==> config.mk <==
export PLATFORM = sky130hd
export DESIGN_NAME = arith_result_serializer
export DESIGN_NICKNAME = d
export VERILOG_FILES = /design/src/rtl/arith_result_serializer.sv
export SDC_FILE = /design/constraint.sdc
export NUM_CORES = 1
export LEC_CHECK = 0
export ABC_AREA = 0
export CAP_MARGIN = 40
export CORE_ASPECT_RATIO = 0.75
export CORE_MARGIN = 5
export CORE_UTILIZATION = 50
export CTS_CLUSTER_DIAMETER = 200
export CTS_CLUSTER_SIZE = 10
export DETAILED_ROUTE_END_ITERATION = 6
export PLACE_DENSITY = 0.7
export SYNTH_ARGS = -nofsm -noshare
export SYNTH_HDL_FRONTEND = slang
export SYNTH_SLANG_ARGS = --single-unit
==> constraint.sdc <==
create_clock -name CLK -period 3.6 [get_ports CLK]
set_input_delay 1.08 -clock CLK [delete_from_list [all_inputs] [get_ports CLK]]
set_output_delay 1.08 -clock CLK [all_outputs]
set_load 0.05 [all_outputs]
==> src/rtl/arith_result_serializer.sv <==
// Captures flagged arithmetic results into a small FIFO and streams each one out
// as OUT_W-bit beats, most significant beat first, over a valid/ready interface.
module arith_result_serializer #(
  parameter int WIDTH = 16,
  parameter int DEPTH = 4,
  parameter int OUT_W = 8
) (
  input  logic               CLK,
  input  logic               RST,
  input  logic [2*WIDTH-1:0] Arith_OUT,
  input  logic               Arith_Flag,
  output logic [OUT_W-1:0]   Tx_Data,
  output logic               Tx_Valid,
  input  logic               Tx_Ready,
  output logic               Tx_Last,
  output logic               Fifo_Full,
  output logic [7:0]         Drop_Count,
  output logic               Busy
);

  localparam int RW = 2 * WIDTH;
  localparam int NB = RW / OUT_W;
  localparam int AW = (DEPTH > 1) ? $clog2(DEPTH) : 1;
  localparam int CW = AW + 1;
  localparam int BW = (NB > 1) ? $clog2(NB) : 1;

  typedef enum logic {IDLE = 1'b0, SEND = 1'b1} state_t;

  // Handshake: a beat moves on a CLK edge where Tx_Valid and Tx_Ready are both
  // high; while Tx_Valid is high and Tx_Ready low, Tx_Data/Tx_Last are frozen.
  state_t          state, state_next;
  logic [RW-1:0]   mem [DEPTH];
  logic [AW-1:0]   wr_ptr, rd_ptr;
  logic [CW-1:0]   count, count_next;
  logic [BW-1:0]   beat_cnt, beat_next;
  logic [RW-1:0]   shift_reg, shift_next;
  logic            xfer, last_xfer, pop, push;

  always_comb begin
    xfer       = (state == SEND) && Tx_Ready;
    last_xfer  = xfer && (beat_cnt == BW'(NB - 1));
    // Pop decision uses the pre-edge count, so an empty FIFO never bypasses.
    pop        = (count != '0) && ((state == IDLE) || last_xfer);
    push       = Arith_Flag && ((count < CW'(DEPTH)) || pop);
    count_next = count + CW'(push) - CW'(pop);

    state_next = state;
    if (state == IDLE) begin
      if (pop) state_next = SEND;
    end else if (last_xfer && !pop) begin
      state_next = IDLE;
    end

    beat_next  = beat_cnt;
    shift_next = shift_reg;
    if (pop) begin
      beat_next  = '0;
      shift_next = mem[rd_ptr];
    end else if (xfer) begin
      beat_next  = beat_cnt + BW'(1);
      shift_next = shift_reg << OUT_W;
    end
  end

  always_ff @(posedge CLK) begin
    if (push) mem[wr_ptr] <= Arith_OUT;
  end

  always_ff @(posedge CLK or posedge RST) begin
    if (RST) begin
      state      <= IDLE;
      wr_ptr     <= '0;
      rd_ptr     <= '0;
      count      <= '0;
      beat_cnt   <= '0;
      shift_reg  <= '0;
      Tx_Valid   <= 1'b0;
      Tx_Last    <= 1'b0;
      Fifo_Full  <= 1'b0;
      Drop_Count <= '0;
      Busy       <= 1'b0;
    end else begin
      if (push) wr_ptr <= wr_ptr + AW'(1);
      if (pop)  rd_ptr <= rd_ptr + AW'(1);
      count     <= count_next;
      state     <= state_next;
      beat_cnt  <= beat_next;
      shift_reg <= shift_next;
      Tx_Valid  <= (state_next == SEND);
      Tx_Last   <= (state_next == SEND) && (beat_next == BW'(NB - 1));
      Fifo_Full <= (count_next == CW'(DEPTH));
      Busy      <= (count_next != '0) || (state_next == SEND);
      if (Arith_Flag && !push && (Drop_Count != 8'hFF))
        Drop_Count <= Drop_Count + 8'd1;
    end
  end

  assign Tx_Data = shift_reg[RW-1 -: OUT_W];

endmodule

==> key figures <==
Place
  • Port bufs: 55
  • Gpl congestion: approximately 0.76
  • Pre-CTS setup slack: -0.1585 ns
  • Hpwl dp: around 7.6 mm
  • Post-placement cell count: between 600 and 700

Finish
  • Final nets: between 500 and 600
  • Layout cells sized above 1: 18.05%
  • Ant. Diodes: 0
  • Most common cell after layout, fill and taps aside: edfxtp_1
  • Max FFs per register: around 130
  • Final non-filler cell total: ~660
  • Highest-count cells in the layout ignoring fill and taps: edfxtp_1, clkdlybuf4s50_1, dfrtp_1
  • Area Overhead vs Synth: 19.63%
  • Layout fillers: approximately 1.0k
  • Final Core Density: between 60% and 70%

Clock tree
  • Root Driver: clkbuf_16
  • CTS Buffer Depth: 2
  • Reg clk slew, reported paths: 0.07 ns
  • CTS tree: done
  • Post_cts resized: 0
  • Clock insertion delay at the later pin of the skew report: between 0.4 and 0.5 ns
  • Postcts setup bufs: 0
  • H-tree depth: 4
  • Hold_buf cts: 0
  • TritonCTS Buffers: 17
  • CTS Sinks: 181

Timing
  • Slew margin rel.: a little over half
  • Final period util: about nine tenths
  • Minimum clock period: 3.302 ns
  • Worst Slack Setup Final: between 0.2 and 0.3 ns
  • Fmax: 302.9 MHz
  • Least-Margin Pin Slew: between 0.6 and 0.7 ns
  • Max-slew violations: 0
  • Clock skew: 0.01019 ns
  • Final Hold Viols: 0
  • Setup violators final: 0
  • RSZ-0062 raised after global routing: false

Drt
  • Final wirelength: about 13 mm
  • WL/cell: between 15 and 20 um
  • DRT iter0 DRCs: between 200 and 300
  • Via/cell ratio: around 5.5
  • Drc violations: 0
  • DRT antenna net count: 0
  • Vias: around 3.6k
  • TritonRoute pass-1 iters: 4

Logic synthesis
  • Seq/Total Area, Yosys: 72.73%
  • Synth Area in Compound Gates: under 10%
  • Post-synthesis xor/xnor area fraction: 1.109%
  • Number of flops mapped to enable cells by yosys: 128
  • Post-Synthesis Cell Area: just over 0.007 mm2
  • Post-synth net total: 452
  • Synth cell types: 30
  • Mapped Cells: approximately 400
  • Ys flop type: edfxtp_1
  • Post-synthesis simple-gate area fraction: 4.876%
  • Area share of fa/ha/maj cells after synthesis: 1.690%
  • Mux cell area share after synthesis: between 10% and 20%
  • Syn_area_per_cell: roughly 17 um2
  • Largest family of logic cells by synthesized area: multiplexers
  • Ys Warns: 0
  • Yosys reg bits: between 150 and 200
  • Ys async rst share: 29.28%

Floorplanning
  • Die W: ~150 um
  • Die Span Y: 113.3 um
  • Rows: 37
  • Die area: 0.01672 mm2
  • Initial Util: 51.35%
  • Core area: 0.01384 mm2
  • Ports: 56

Critical path
  • WP data required: between 3 and 4 ns
  • CP max FO: 4
  • Startpoint types: input port
  • Crit path capture type: register
  • Crit path DAT: 3.60 ns
  • Critical path class: input port to register

Global route
  • Total track usage: 16.25%
  • First-pass GRT wire length: just over 20 mm
  • Initial antenna violation count: 0
  • Vias in the first global route: 3752
  • Total congestion overflow: 0
  • Largest net degree at the start of global routing: 69

Hold path
  • Min-Delay Path Class: register to register

Power and ir drop
  • PwrDens: between 700 and 800 mW/mm2
  • Leakage: between 3 and 4 nW
  • Maximum VDD drop: roughly 0.40 mV

Status
  • Status: finished clean

Run
  • Max-cap viol count: 0
[power breakdown]
part           switching (mW)  leakage [nW]  internal [mW]
Combinational           0.977         0.974          0.842
Sequential              0.296          1.84           2.69
Clock                   0.851         0.283          0.926
Total                    2.12          3.10           4.46
[cells by family after synthesis]
kind of cell    count (synthesis)
xor+xnor                        9
flops                         181
mux                            61
compound gates                 37
buf+inv                        34
fa+ha+maj                       9
simple gates                   76
[cells in the mapped netlist (all sizes together) (2+ instances only)]
master | count | area (um2)
a21oi | 2 | 10.01
and2 | 2 | 12.51
and3 | 6 | 37.54
and4 | 2 | 17.52
buf | 18 | 120.1
clkbuf | 9 | 33.78
dfrtp | 53 | 1326
edfxtp | 128 | 3844
ha | 8 | 100.1
inv | 7 | 26.28
mux2 | 5 | 56.30
mux2i | 24 | 240.2
mux4 | 32 | 720.7
nand2 | 48 | 180.2
nand2b | 3 | 18.77
nand3 | 5 | 25.02
nand4 | 2 | 12.51
nor2 | 4 | 15.01
nor3 | 2 | 10.01
o21ai | 32 | 160.2
xnor2 | 6 | 52.55
xor2 | 3 | 26.28
[worst paths after layout]
kind | start | to | slack (ns) | cells past startpoint
setup / recovery | Tx_Ready | Busy | 0.30 | 11
hold / removal | Drop_Count[0] | Drop_Count[0] | 0.54 | 1
setup reg to reg | beat_cnt[0] | Busy | 0.73 | 11
hold reg to reg | Drop_Count[0] | Drop_Count[0] | 0.54 | 1
max in group asynchronous | RST | rd_ptr[1] | 2.02 | 3
min in group asynchronous | RST | Drop_Count[6] | 1.01 | 2
[metal layers]
layer	vias up	GRT usage (%)	routed length (um)
met4	0	4.469	132
met2	88	25.93	6154
met1	1866	22.62	5637
met3	14	4.083	660
met5	-	0	0
li1	1668	-	-
[cell type report]
class	instances	area, um2	area share [%]
clock inverter	15	156.4	1.839
tap	175	219.0	2.575
inverter	7	26.28	0.3090
timing repair buffer	70	738.2	8.682
multi-input combinational	192	1765	20.76
clock buffer	17	425.4	5.003
sequential	181	5172	60.83
[metrics by stage]
step | hold slack (ns) | power [mW] | setup TNS, ns | area [um2]
6_report | 0.5384 | 6.583 | 0 | 8503
5_1_grt | 0.5682 | 6.940 | 0 | 8503
2_1_floorplan | 0.4839 | 4.283 | 0 | 7108
4_1_cts | 0.5395 | 6.662 | 0 | 8503
3_3_place_gp | 0.5097 | 4.788 | -0.08389 | 7901
3_5_place_dp | 0.5267 | 4.880 | -0.1585 | 7921
[critical path, stage by stage]
cell	delay (ns)
clkdlybuf4s50_1	0.44
a21boi_2	0.28
nor2_4	0.07
ha_1	0.28
inv_1	0.04
ha_1	0.18
fa_1	0.38
xnor2_1	0.17
xnor2_1	0.15
inv_1	0.07
or4_1	0.46
Power figures use the tool's default switching activity.
